==> config.mk <==
export PLATFORM = sky130hd
export DESIGN_NAME = program_feeder_flat
export DESIGN_NICKNAME = d
export VERILOG_FILES = /design/src/rtl/program_feeder_if.sv /design/src/rtl/program_feeder.sv /design/src/flat_wrapper.sv
export SDC_FILE = /design/constraint.sdc
export NUM_CORES = 1
export LEC_CHECK = 0
export CORE_MARGIN = 4
export CORE_UTILIZATION = 29
export DETAILED_ROUTE_END_ITERATION = 12
export SYNTH_ARGS = -nofsm -noshare
export SYNTH_HDL_FRONTEND = slang
export SYNTH_SLANG_ARGS = --single-unit
==> constraint.sdc <==
create_clock -name i_clk -period 5.65 [get_ports i_clk]
set_input_delay 1.13 -clock i_clk [delete_from_list [all_inputs] [get_ports i_clk]]
set_output_delay 1.13 -clock i_clk [all_outputs]
set_load 0.05 [all_outputs]
==> src/rtl/program_feeder_if.sv <==
// Switch-side bus between the program feeder and the processor/loader.
// The slave modport is the feeder's view; master is the processor/loader side.
interface program_feeder_if #(
    parameter int unsigned DATA_W = 10,
    parameter int unsigned DEPTH  = 16
);
    localparam int unsigned AW = $clog2(DEPTH);

    logic              load_we;
    logic [AW-1:0]     load_addr;
    logic [DATA_W:0]   load_data;
    logic [AW:0]       prog_len;
    logic              start;
    logic              done;
    logic [DATA_W-1:0] out_data;
    logic              step_b;
    logic [AW-1:0]     pc;
    logic              busy;
    logic              finished;
    logic              err;

    modport slave (
        input  load_we, load_addr, load_data, prog_len, start, done,
        output out_data, step_b, pc, busy, finished, err
    );

    modport master (
        output load_we, load_addr, load_data, prog_len, start, done,
        input  out_data, step_b, pc, busy, finished, err
    );
endinterface

==> src/rtl/program_feeder.sv <==
// Replays a stored program into the processor's switch inputs, issuing active-low
// step pulses and using the processor's DONE to find instruction boundaries.
module program_feeder #(
    parameter int unsigned DATA_W    = 10,
    parameter int unsigned DEPTH     = 16,
    parameter int unsigned SETUP_W   = 4,
    parameter int unsigned PULSE_W   = 4,
    parameter int unsigned GAP_W     = 4,
    parameter int unsigned MAX_STEPS = 4
) (
    input logic             i_clk,
    input logic             i_rst,
    program_feeder_if.slave bus
);
    localparam int unsigned AW = $clog2(DEPTH);
    localparam int unsigned CW = 8;
    localparam int unsigned SW = $clog2(MAX_STEPS + 2);

    typedef enum logic [3:0] {
        StIdle, StFetch, StSetup, StPulse, StGap, StCheck, StNext, StFinish, StError
    } state_e;

    state_e            r_state;
    logic [DATA_W:0]   r_mem [DEPTH];
    logic [DATA_W-1:0] r_out_data;
    logic              r_step_b;
    logic [AW-1:0]     r_pc;
    logic [AW:0]       r_len;
    logic              r_busy;
    logic              r_finished;
    logic              r_err;
    logic [CW-1:0]     r_cnt;
    logic [SW-1:0]     r_step_cnt;
    logic              r_last;
    logic              r_imm_done;
    logic              r_done_q;

    logic [DATA_W:0]   w_cur;
    logic [AW:0]       w_pc_inc_ext;
    logic [AW-1:0]     w_pc_inc;
    logic [DATA_W-1:0] w_nxt_word;

    assign w_cur        = r_mem[r_pc];
    assign w_pc_inc_ext = {1'b0, r_pc} + 1'b1;
    assign w_pc_inc     = w_pc_inc_ext[AW-1:0];
    assign w_nxt_word   = r_mem[w_pc_inc][DATA_W-1:0];

    // Program memory survives reset; writes are locked out during replay.
    always_ff @(posedge i_clk) begin
        if (bus.load_we && !r_busy) begin
            r_mem[bus.load_addr] <= bus.load_data;
        end
    end

    always_ff @(posedge i_clk or posedge i_rst) begin
        if (i_rst) begin
            r_state    <= StIdle;
            r_out_data <= '0;
            r_step_b   <= 1'b1;
            r_pc       <= '0;
            r_len      <= '0;
            r_busy     <= 1'b0;
            r_finished <= 1'b0;
            r_err      <= 1'b0;
            r_cnt      <= '0;
            r_step_cnt <= '0;
            r_last     <= 1'b0;
            r_imm_done <= 1'b0;
            r_done_q   <= 1'b0;
        end else begin
            case (r_state)
                StIdle: begin
                    if (bus.start) begin
                        r_finished <= 1'b0;
                        r_err      <= 1'b0;
                        r_len      <= bus.prog_len;
                        r_pc       <= '0;
                        r_busy     <= 1'b1;
                        r_state    <= (bus.prog_len == '0) ? StFinish : StFetch;
                    end
                end
                StFetch: begin
                    r_out_data <= w_cur[DATA_W-1:0];
                    r_step_cnt <= '0;
                    r_last     <= 1'b0;
                    r_imm_done <= 1'b0;
                    r_cnt      <= '0;
                    r_state    <= StSetup;
                end
                StSetup: begin
                    if (r_cnt == CW'(SETUP_W - 1)) begin
                        r_cnt      <= '0;
                        r_step_b   <= 1'b0;
                        r_step_cnt <= r_step_cnt + 1'b1;
                        r_state    <= StPulse;
                    end else begin
                        r_cnt <= r_cnt + 1'b1;
                    end
                end
                StPulse: begin
                    if (r_cnt == CW'(PULSE_W - 1)) begin
                        r_cnt    <= '0;
                        r_step_b <= 1'b1;
                        r_state  <= StGap;
                    end else begin
                        r_cnt <= r_cnt + 1'b1;
                    end
                end
                StGap: begin
                    if (r_cnt == CW'(GAP_W - 1)) begin
                        r_cnt    <= '0;
                        r_done_q <= bus.done;
                        r_state  <= StCheck;
                    end else begin
                        r_cnt <= r_cnt + 1'b1;
                    end
                end
                StCheck: begin
                    // Immediate fetch takes priority over DONE on the first pulse.
                    if (r_last) begin
                        r_state <= StNext;
                    end else if (w_cur[DATA_W] && !r_imm_done && r_step_cnt == SW'(1)) begin
                        if (w_pc_inc_ext >= r_len) begin
                            r_state <= StError;
                        end else begin
                            r_pc       <= w_pc_inc;
                            r_out_data <= w_nxt_word;
                            r_imm_done <= 1'b1;
                            r_state    <= StSetup;
                        end
                    end else if (r_done_q) begin
                        r_last  <= 1'b1;
                        r_state <= StSetup;
                    end else if (r_step_cnt == SW'(MAX_STEPS)) begin
                        r_state <= StError;
                    end else begin
                        r_state <= StSetup;
                    end
                end
                StNext: begin
                    if (w_pc_inc_ext == r_len) begin
                        r_state <= StFinish;
                    end else begin
                        r_pc    <= w_pc_inc;
                        r_state <= StFetch;
                    end
                end
                StFinish: begin
                    r_busy     <= 1'b0;
                    r_finished <= 1'b1;
                    r_step_b   <= 1'b1;
                    r_state    <= StIdle;
                end
                StError: begin
                    r_busy   <= 1'b0;
                    r_err    <= 1'b1;
                    r_step_b <= 1'b1;
                    r_state  <= StIdle;
                end
                default: r_state <= StIdle;
            endcase
        end
    end

    assign bus.out_data = r_out_data;
    assign bus.step_b   = r_step_b;
    assign bus.pc       = r_pc;
    assign bus.busy     = r_busy;
    assign bus.finished = r_finished;
    assign bus.err      = r_err;
endmodule

==> src/flat_wrapper.sv <==
// flat-port wrapper written by rule: the top's interface ports become plain ports
module program_feeder_flat 
#(
    parameter int unsigned DATA_W    = 10,
    parameter int unsigned DEPTH     = 16,
    parameter int unsigned SETUP_W   = 4,
    parameter int unsigned PULSE_W   = 4,
    parameter int unsigned GAP_W     = 4,
    parameter int unsigned MAX_STEPS = 4
)
  (i_clk, i_rst, bus_load_we, bus_load_addr, bus_load_data, bus_prog_len, bus_start, bus_done, bus_out_data, bus_step_b, bus_pc, bus_busy, bus_finished, bus_err);
  program_feeder_if #(.DATA_W(DATA_W), .DEPTH(DEPTH)) bus_i ();
  input logic i_clk;
  input logic i_rst;
  input wire logic [$bits(bus_i.load_we)-1:0] bus_load_we;
  input wire logic [$bits(bus_i.load_addr)-1:0] bus_load_addr;
  input wire logic [$bits(bus_i.load_data)-1:0] bus_load_data;
  input wire logic [$bits(bus_i.prog_len)-1:0] bus_prog_len;
  input wire logic [$bits(bus_i.start)-1:0] bus_start;
  input wire logic [$bits(bus_i.done)-1:0] bus_done;
  output wire logic [$bits(bus_i.out_data)-1:0] bus_out_data;
  output wire logic [$bits(bus_i.step_b)-1:0] bus_step_b;
  output wire logic [$bits(bus_i.pc)-1:0] bus_pc;
  output wire logic [$bits(bus_i.busy)-1:0] bus_busy;
  output wire logic [$bits(bus_i.finished)-1:0] bus_finished;
  output wire logic [$bits(bus_i.err)-1:0] bus_err;
  assign bus_i.load_we = bus_load_we;
  assign bus_i.load_addr = bus_load_addr;
  assign bus_i.load_data = bus_load_data;
  assign bus_i.prog_len = bus_prog_len;
  assign bus_i.start = bus_start;
  assign bus_i.done = bus_done;
  assign bus_out_data = bus_i.out_data;
  assign bus_step_b = bus_i.step_b;
  assign bus_pc = bus_i.pc;
  assign bus_busy = bus_i.busy;
  assign bus_finished = bus_i.finished;
  assign bus_err = bus_i.err;
  program_feeder #(.DATA_W(DATA_W), .DEPTH(DEPTH), .SETUP_W(SETUP_W), .PULSE_W(PULSE_W), .GAP_W(GAP_W), .MAX_STEPS(MAX_STEPS)) u_core (.i_clk(i_clk), .i_rst(i_rst), .bus(bus_i));
endmodule
==> impl_metrics.tcl, run 1 <==
set metrics [dict create \
    status "finished clean" \
    viasPerCell 5.12 \
    antenna_cells 0 \
    crit_type "reg2reg" \
    antenna_found_initial 0 \
    synth_top_area_share_pct 50.4 \
    synthSimpleGateAreaFrac_pct 5.70 \
    hold_path.startpoint "u_core.r_imm_done" \
    crit_chain "ha_1, xor2_4, ha_1, a21o_1, a21o_1, a221oi_1, nand3_1, o21ai_2, mux2_2" \
    cts_tree "built" \
    synth.area.mux_share_pct 24.8 \
    worst_pin_slew_ps 1300 \
    start_kind "register" \
    synthTopCellsByArea "edfxtp_1 50%, mux4_2 14%, dfrtp_1 9.5%, mux4_1 4.0%, mux2i_1 3.1%" \
    post-route-period-util_pct 68.3 \
    rows 69 \
    wirelength_um 24200 \
    synth_xor_area_share_pct 0.334 \
    yosysTopAreaCell "edfxtp_1" \
    cts_buffer_depth 3 \
    placed_cells 1098 \
    rsz0062_at_grt "false" \
    cp-end-kind "register" \
    synthAdderAreaFrac_pct 1.19 \
    fmax_mhz 259 \
    die-area_mm2 0.0393 \
    fillers 3393 \
    synth_top_family_by_area "multiplexers" \
    ios 43 \
    vias 5821 \
    hold_buffers 0 \
    crit_required_ps 6030 \
    clock-sinks 217 \
    skew_ps 18.3 \
    wire_per_inst_um 21.3 \
    core_area_mm2 0.0357 \
    hold_end "u_core.r_imm_done" \
    place.port_buffers 42 \
    avgSynthCellArea_um2 16.8 \
    hold_class "reg2reg" \
    grt_pass1_wl_um 36700 \
    p_leak_nw 3.85 \
    area.sequential_mm2 0.00632 \
    final.setup.tns_ps 0 \
    r2r_end "u_core.bus.out_data[9]" \
    drc 0 \
    slowest_stage "dfrtp_4" \
    area_delta_synth_final_pct 15.5 \
    final_hold_viol_count 0 \
    fp.dieH_um 198 \
    insertion_delay_ps 510 \
    reg2reg_from "u_core.bus.pc[0]" \
    dp_hpwl_um 15100 \
    drive_gt1_share_pct 24.3 \
    ys_ff_latch 217 \
    syn_inst 623 \
    cts_resized 0 \
    synth_area_mm2 0.0105 \
    ant_nets 0 \
    ys.flop_type "edfxtp_1" \
    dr.pass1.iters 5 \
    maxSlewViolCount 0 \
    synth.distinct_cells 59 \
    htree_levels 1 \
    cts_setup_buffers 0 \
    period_needed_ps 3860 \
    ys_seq_area_share_pct 60.2 \
    ff2ff_path_depth 9 \
    powerDensity_mw_per_mm2 408 \
    drtIter0Drc 426 \
    cp_max_fo 47 \
    numCtsBuffers 23 \
    setup_viol 0 \
    worstPathArrival_ps 4240 \
    holdPathStages 1 \
    multi_input_area_mm2 0.00398 \
    grt_pass1_vias 5803 \
    finish.instance_area_mm2 0.0121 \
    drv_cap 0 \
    place_worst_setup_slack_ps 1720 \
    synth_compound_area_share_pct 5.28 \
    cts_root_buf "clkbuf_16" \
    ys_warn_count 0 \
    dpl_cell_area_mm2 0.0114 \
    routabilityCongestion 0.750 \
    async_flop_share_pct 18.9 \
    start_util_pct 29.4 \
    slowest_delay_ps 890 \
    synth_edf_count 176 \
    final_cells 1137 \
    final_nets 697 \
    holdWs_ps 486 \
    fin_ws_ps 1790 \
    grt_max_degree 48 \
    syn_nets 658 \
    gr-total-overflow 0 \
    peakVddDrop_mv 0.276 \
    grtUsageTotal_pct 12.4 \
    max-slew-margin-rel_pct 13.1 \
    die_w_um 198 \
    clkTransAtPathRegs_ps 60 \
    r2r_setup_slack_ps 1790 \
]
## registers in the layout, indices dropped and copies added (netlist names)
| name | flops |
|---|---|
| u_core.r_done_q | 1 |
| u_core.r_step_cnt | 3 |
| u_core.r_last | 1 |
| u_core.r_len | 5 |
| u_core.bus.busy | 1 |
| u_core.r_state | 4 |
| u_core.r_mem | 176 |
| u_core.bus.finished | 1 |
| u_core.bus.step_b | 1 |
| u_core.bus.err | 1 |
| u_core.r_imm_done | 1 |
| u_core.bus.out_data | 10 |
| u_core.bus.pc | 4 |
| u_core.r_cnt | 8 |
## stage by stage
stage	total power, W	utilization (%)
after floorplan	0.00320	-
after global placement	0.00357	32.0
after detailed placement	0.00358	32.0
after CTS	0.00500	34.0
after global routing	0.00522	34.0
final	0.00495	34.0
## area by class of cell
class / count / share of cell area, %
Sequential cell: 217 / 52.1
Multi-Input combinational cell: 354 / 32.8
Clock buffer: 28 / 4.90
Tap cell: 461 / 4.76
Timing Repair Buffer: 52 / 4.09
Clock inverter: 11 / 0.867
Inverter: 14 / 0.433
## cell families (layout without fill, tap and decap cells)
group	after synthesis	after routing
DFF	217	217
muxes	145	145
and+or+nand+nor	122	122
AOI/OAI and AO/OA	73	73
buffers and inverters	52	105
adders and majority gates	10	10
xor gates and xnor gates	4	4
## cell usage after synthesis (7+ instances only)
cell type / instances
buf_2: 14
clkbuf_1: 13
dfrtp_1: 40
edfxtp_1: 176
ha_1: 10
inv_1: 14
mux2_2: 22
mux2_4: 7
mux2i_1: 32
mux4_1: 16
mux4_2: 66
nand2_1: 34
nand2b_1: 7
nand3_1: 10
nor2_1: 35
nor3_1: 7
o211ai_2: 7
o21ai_0: 16
o221ai_1: 11
## metal layers
layer / GRT usage [%] / vias up / part of all wire, %
met2: 20.1 / 156 / 49
li1: - / 2638 / -
met3: 1.92 / 24 / 4.9
met5: 0 / - / 0
met4: 2.45 / 0 / 1.4
met1: 17.8 / 3003 / 45
## power by group
part | total [W] | internal [W] | switching [W]
clock network | 0.00142 | 0.000834 | 0.000583
logic | 0.00149 | 0.000718 | 0.000775
registers | 0.00203 | 0.00185 | 0.000189
## critical path, delay by kind of cell (launching register included)
kind | cells | cell delay, ps
and+or+nand+nor | 1 | 160
adders and majority gates | 2 | 670
muxes | 1 | 410
DFF | 1 | 890
AOI/OAI and AO/OA | 4 | 1440
xor gates and xnor gates | 1 | 170
## worst max path at each step
stage	start	end	slack, ps	depth (start not counted)
5_1_grt	u_core.bus.pc[0]	u_core.bus.out_data[8]	1500	9
4_1_cts	u_core.bus.pc[0]	u_core.bus.out_data[9]	1700	9
3_5_place_dp	u_core.bus.pc[0]	u_core.bus.out_data[8]	1720	9
2_1_floorplan	u_core.bus.pc[2]	u_core.bus.out_data[8]	2190	12
3_3_place_gp	u_core.bus.pc[0]	u_core.bus.out_data[9]	1800	9
6_report	u_core.bus.pc[0]	u_core.bus.out_data[9]	1790	9
## cell usage in the layout, fill, tap and decap left out, types with 3 or more instances in the layout
master,instances
edfxtp_1,176
mux4_2,66
clkdlybuf4s50_1,42
dfrtp_1,38
nand2_1,34
mux2i_1,32
nor2_1,29
clkbuf_16,23
mux2_2,22
o21ai_0,16
mux4_1,16
inv_1,13
o221ai_1,11
nand3_1,10
ha_1,10
buf_4,10
nand2b_1,7
nor2_2,7
o211ai_2,7
mux2_4,7
and3_1,6
nor2b_1,5
a21oi_1,5
clkinv_1,5
clkbuf_1,5
a31oi_1,4
o31ai_1,4
nor3_1,3
nand4_1,3
a211oi_1,3
o211ai_1,3
No activity file was read; power rests on OpenSTA's default activity.
==> inputs of run 2 (changes only) <==
Clock period 5.65 ns to 4.05 ns, I/O delays scaled along.
==> impl_metrics.tcl, run 2 (synthesis results as in run 1) <==
set metrics [dict create \
    hold_class "reg2reg" \
    grtUsageTotal_pct 13.4 \
    max-slew-margin-rel_pct 37.9 \
    rows 69 \
    start_util_pct 29.4 \
    peakVddDrop_mv 0.308 \
    crit_type "reg2reg" \
    area_delta_synth_final_pct 17.3 \
    final_hold_viol_count 0 \
    wirelength_um 26200 \
    max_flop_register "u_core.r_mem" \
    hold_buffers 0 \
    grt_max_degree 51 \
    crit_chain "buf_4, buf_4, mux4_1, mux2_2, o211ai_2, o221ai_1, mux2_4" \
    antenna_cells 0 \
    die_w_um 198 \
    worst_pin_slew_ps 931 \
    clkTransAtPathRegs_ps 60 \
    dpl_cell_area_mm2 0.0115 \
    htree_levels 1 \
    largest_register_ffs 176 \
    final_nets 713 \
    cts_tree "built" \
    cts_setup_buffers 0 \
    fp.dieH_um 198 \
    most-common-layout-cells "176 x edfxtp_1, 66 x mux4_2, 42 x clkdlybuf4s50_1" \
    cp_top_family "buffers and inverters" \
    ant_nets 0 \
    p_leak_nw 3.97 \
    slowest_delay_ps 720 \
    drc 0 \
    gr-total-overflow 0 \
    start_kind "register" \
    grt_pass1_wl_um 39500 \
    setup_viol 0 \
    maxSlewViolCount 0 \
    skew_ps 24.2 \
    final.setup.tns_ps 0 \
    fmax_mhz 306 \
    place.port_buffers 42 \
    dr.pass1.iters 4 \
    wire_per_inst_um 22.7 \
    antenna_found_initial 0 \
    cp-end-kind "register" \
    layout_commonest_cell "edfxtp_1" \
    crit_top_cell "buf_4" \
    cts_resized 0 \
    critPathBufInv 2 \
    insertion_delay_ps 530 \
    cp_max_fo 50 \
    crit_required_ps 4450 \
    grt_pass1_vias 6078 \
    ios 43 \
    core_area_mm2 0.0357 \
    die-area_mm2 0.0393 \
    post-route-period-util_pct 80.6 \
    powerDensity_mw_per_mm2 581 \
    holdWs_ps 487 \
    place_worst_setup_slack_ps 737 \
    slowest_stage "buf_4" \
    drv_cap 0 \
    cts_root_buf "clkbuf_16" \
    status "finished clean" \
    dp_hpwl_um 16000 \
    fillers 3340 \
    period_needed_ps 3270 \
    worstPathArrival_ps 3660 \
    clock-sinks 217 \
    utilization_pct 34.5 \
    drive_gt1_share_pct 25.4 \
    cts_buffer_depth 3 \
    numCtsBuffers 24 \
    drtIter0Drc 539 \
    routabilityCongestion 0.765 \
    finish.instance_area_mm2 0.0123 \
    rsz0062_at_grt "false" \
    vias 6112 \
    viasPerCell 5.28 \
    fin_ws_ps 784 \
]
run 2: cell types whose count changed in the layout (fill, tap and decap cells not counted), sizes merged:
cell,delta
clkbuf,+8
clkinvlp,-1
buf,+15
inv,-1
bufinv,+1
clkinv,-2
run 2: per-layer routing:
layer | global-route usage, % | wire length, µm | vias up
li1 | - | - | 2661
met1 | 18.7 | 11500 | 3238
met2 | 22.3 | 12900 | 174
met3 | 1.87 | 1280 | 39
met4 | 3.21 | 522 | 0
met5 | 0 | 0 | -
run 2: power by group:
part | total [W] | switching [W] | internal, W
Clock | 0.00220 | 0.000860 | 0.00134
Combinational | 0.00219 | 0.00117 | 0.00102
Sequential | 0.00276 | 0.000183 | 0.00258
Total | 0.00715 | 0.00222 | 0.00494
run 2: worst paths after layout:
path / startpoint / to / slack [ps] / cells past startpoint
max in group asynchronous: i_rst / u_core.bus.pc[0] / 2530 / 2
min in group asynchronous: i_rst / u_core.bus.out_data[4] / 830 / 2
worst max-delay path: u_core.bus.pc[0] / u_core.bus.out_data[7] / 780 / 7
worst min-delay path: u_core.r_cnt[7] / u_core.r_cnt[7] / 490 / 1
worst max register to register: u_core.bus.pc[0] / u_core.bus.out_data[7] / 780 / 7
worst min register to register: u_core.r_cnt[7] / u_core.r_cnt[7] / 490 / 1
run 2: stage by stage:
| step | total power, W | std cells |
|---|---|---|
| floorplan | 0.00446 | 623 |
| global placement | 0.00498 | 1113 |
| detailed placement | 0.00501 | 1113 |
| CTS | 0.00723 | 1157 |
| global route | 0.00752 | 1157 |
| finish | 0.00715 | 1157 |
run 2: area by class of cell:
type                       instances  area, µm²  share of cell area [%]
tap                              461        577                    4.69
sequential                       217       6320                    51.3
timing repair buffer              67        608                    4.94
inverter                          14       52.6                   0.427
multi-input combinational        354       3950                    32.1
clock buffer                      36        676                    5.49
clock inverter                     8        124                    1.01
==> inputs of run 3 (changes only) <==
Clock period 4.05 ns to 2.7 ns, I/O delays scaled along.
==> impl_metrics.tcl, run 3 (synthesis results as in run 1) <==
set metrics [dict create \
    fin_ws_ps -22.9 \
    maxSlewViolCount 0 \
    wirelength_um 25600 \
    seqPwrFrac_pct 37.2 \
    comb_power_share_pct 34.0 \
    worstPathArrival_ps 3130 \
    drive_gt1_share_pct 31.0 \
    rows 69 \
    ant_nets 0 \
    power_frac_clock_pct 28.7 \
    grt_max_degree 55 \
    layout_commonest_cell "edfxtp_1" \
    peakVddDrop_mv 0.390 \
    p_total_w 0.0109 \
    grt_pass1_wl_um 38900 \
    antenna_found_initial 0 \
    grtUsageTotal_pct 12.9 \
    core_area_mm2 0.0357 \
    cts_root_buf "clkbuf_16" \
    largest_register_ffs 176 \
    cp-end-kind "register" \
    max-slew-margin-rel_pct 46.0 \
    wire_per_inst_um 21.5 \
    crit_type "reg2reg" \
    antenna_cells 0 \
    insertion_delay_ps 530 \
    dr.pass1.iters 5 \
    p_int_w 0.00749 \
    worst_pin_slew_ps 805 \
    drc 0 \
    die-area_mm2 0.0393 \
    grt_pass1_vias 6220 \
    rsz0062_at_grt "true" \
    ios 43 \
    multi_input_area_mm2 0.00405 \
    fillers 3305 \
    grt_util_met2_pct 21.5 \
    swShare_pct 31.5 \
    period_needed_ps 2720 \
    p_switching_w 0.00345 \
    crit_required_ps 3100 \
    final.setup.tns_ps -106 \
    routabilityCongestion 0.765 \
    use_met1_pct 18.0 \
    htree_levels 1 \
    start_kind "register" \
    place.port_buffers 42 \
    vias 6098 \
    start_util_pct 29.4 \
    clkTransAtPathRegs_ps 60 \
    clock-sinks 217 \
    gr-total-overflow 0 \
    violations "setup timing" \
    fmax_mhz 367 \
    viasPerCell 5.12 \
    dp_hpwl_um 16500 \
    drv_cap 0 \
    cp_max_fo 5 \
    hold_class "in2async" \
    setup_viol 5 \
    drtIter0Drc 425 \
    fp.dieH_um 198 \
    p_leak_nw 4.18 \
    use_met3_pct 2.47 \
    final_nets 749 \
    post-route-period-util_pct 101 \
    skew_ps 16.0 \
    cts_buffer_depth 3 \
    max_flop_register "u_core.r_mem" \
    numCtsBuffers 24 \
    grt-busiest-layer "met2" \
    status "complete, but fails checks" \
    cts_tree "built" \
    final_hold_viol_count 0 \
    die_w_um 198 \
    most-common-layout-cells "176 x edfxtp_1, 66 x mux4_2, 52 x buf_4" \
    powerDensity_mw_per_mm2 858 \
    area.sequential_mm2 0.00632 \
    area_delta_synth_final_pct 21.6 \
]
run 3: cell count changes in the layout (fill, tap and decap cells not counted), sizes merged:
cell / delta
inv: +1
clkbuf: -7
buf: +37
bufinv: -1
dlygate4sd2: +1
clkdlybuf4s50: -3
clkinv: +3
clkinvlp: +2
run 3: critical path, stage by stage, from the launching register on:
cell,delay (ps)
dfrtp_4,490
ha_4,190
xor2_4,190
ha_4,220
a21o_1,150
a21o_1,180
a221oi_2,280
nand3_1,170
o21ai_4,250
clkbuf_16,190
mux2_4,290
run 3: layer usage:
metal  wire length, µm  vias to the layer above
met5                 0                        -
met4               284                        0
met3              1420                       28
met2             12600                      151
met1             11300                     3190
li1                  -                     2729
run 3: final timing paths:
path                       slack, ps                      to        startpoint  depth (start not counted)
max                              -20  u_core.bus.out_data[8]  u_core.bus.pc[0]                         10
min                              390         u_core.r_cnt[7]             i_rst                          2
max reg2reg                      -20  u_core.bus.out_data[8]  u_core.bus.pc[0]                         10
min reg2reg                      490         u_core.r_cnt[7]   u_core.r_cnt[7]                          1
max in group asynchronous       1770        u_core.bus.pc[0]             i_rst                          3
min in group i_clk               490         u_core.r_cnt[7]   u_core.r_cnt[7]                          1
run 3: layout make-up:
type | count | area share [%]
Sequential cell | 217 | 49.5
Multi-Input combinational cell | 354 | 31.7
Timing Repair Buffer | 103 | 7.89
Clock buffer | 28 | 4.83
Tap cell | 461 | 4.52
Clock inverter | 13 | 1.08
Inverter | 14 | 0.412
run 3: metrics by stage:
| step | std cells | setup WS, ps | utilization (%) | instance area, µm² | hold WS [ps] |
|---|---|---|---|---|---|
| after floorplan | 623 | -263 | - | 10600 | 446 |
| after global placement | 1145 | -34.8 | 33.4 | 11900 | 479 |
| after detailed placement | 1145 | -49.5 | 33.4 | 11900 | 475 |
| after CTS | 1187 | -8.43 | 35.6 | 12700 | 394 |
| after global routing | 1190 | -136 | 35.8 | 12800 | 429 |
| final | 1190 | -22.9 | 35.8 | 12800 | 387 |
run 3: power by group through the flow:
stage,clock network (W),registers (W),logic (W)
finish,0.00314,0.00407,0.00372
global route,0.00338,0.00410,0.00402
CTS,0.00322,0.00407,0.00369
detailed placement,0,0.00413,0.00367
global placement,0,0.00413,0.00363
floorplan,0,0.00438,0.00238
run 3: timing repair:
item,4_1_cts,5_1_grt
gates resized for setup,2,5
gates cloned,0,1
hold buffers,0,0
pin swaps,2,9
buffers inserted,1,2
setup endpoints to repair,14,15
endpoints found under the hold margin,0,0
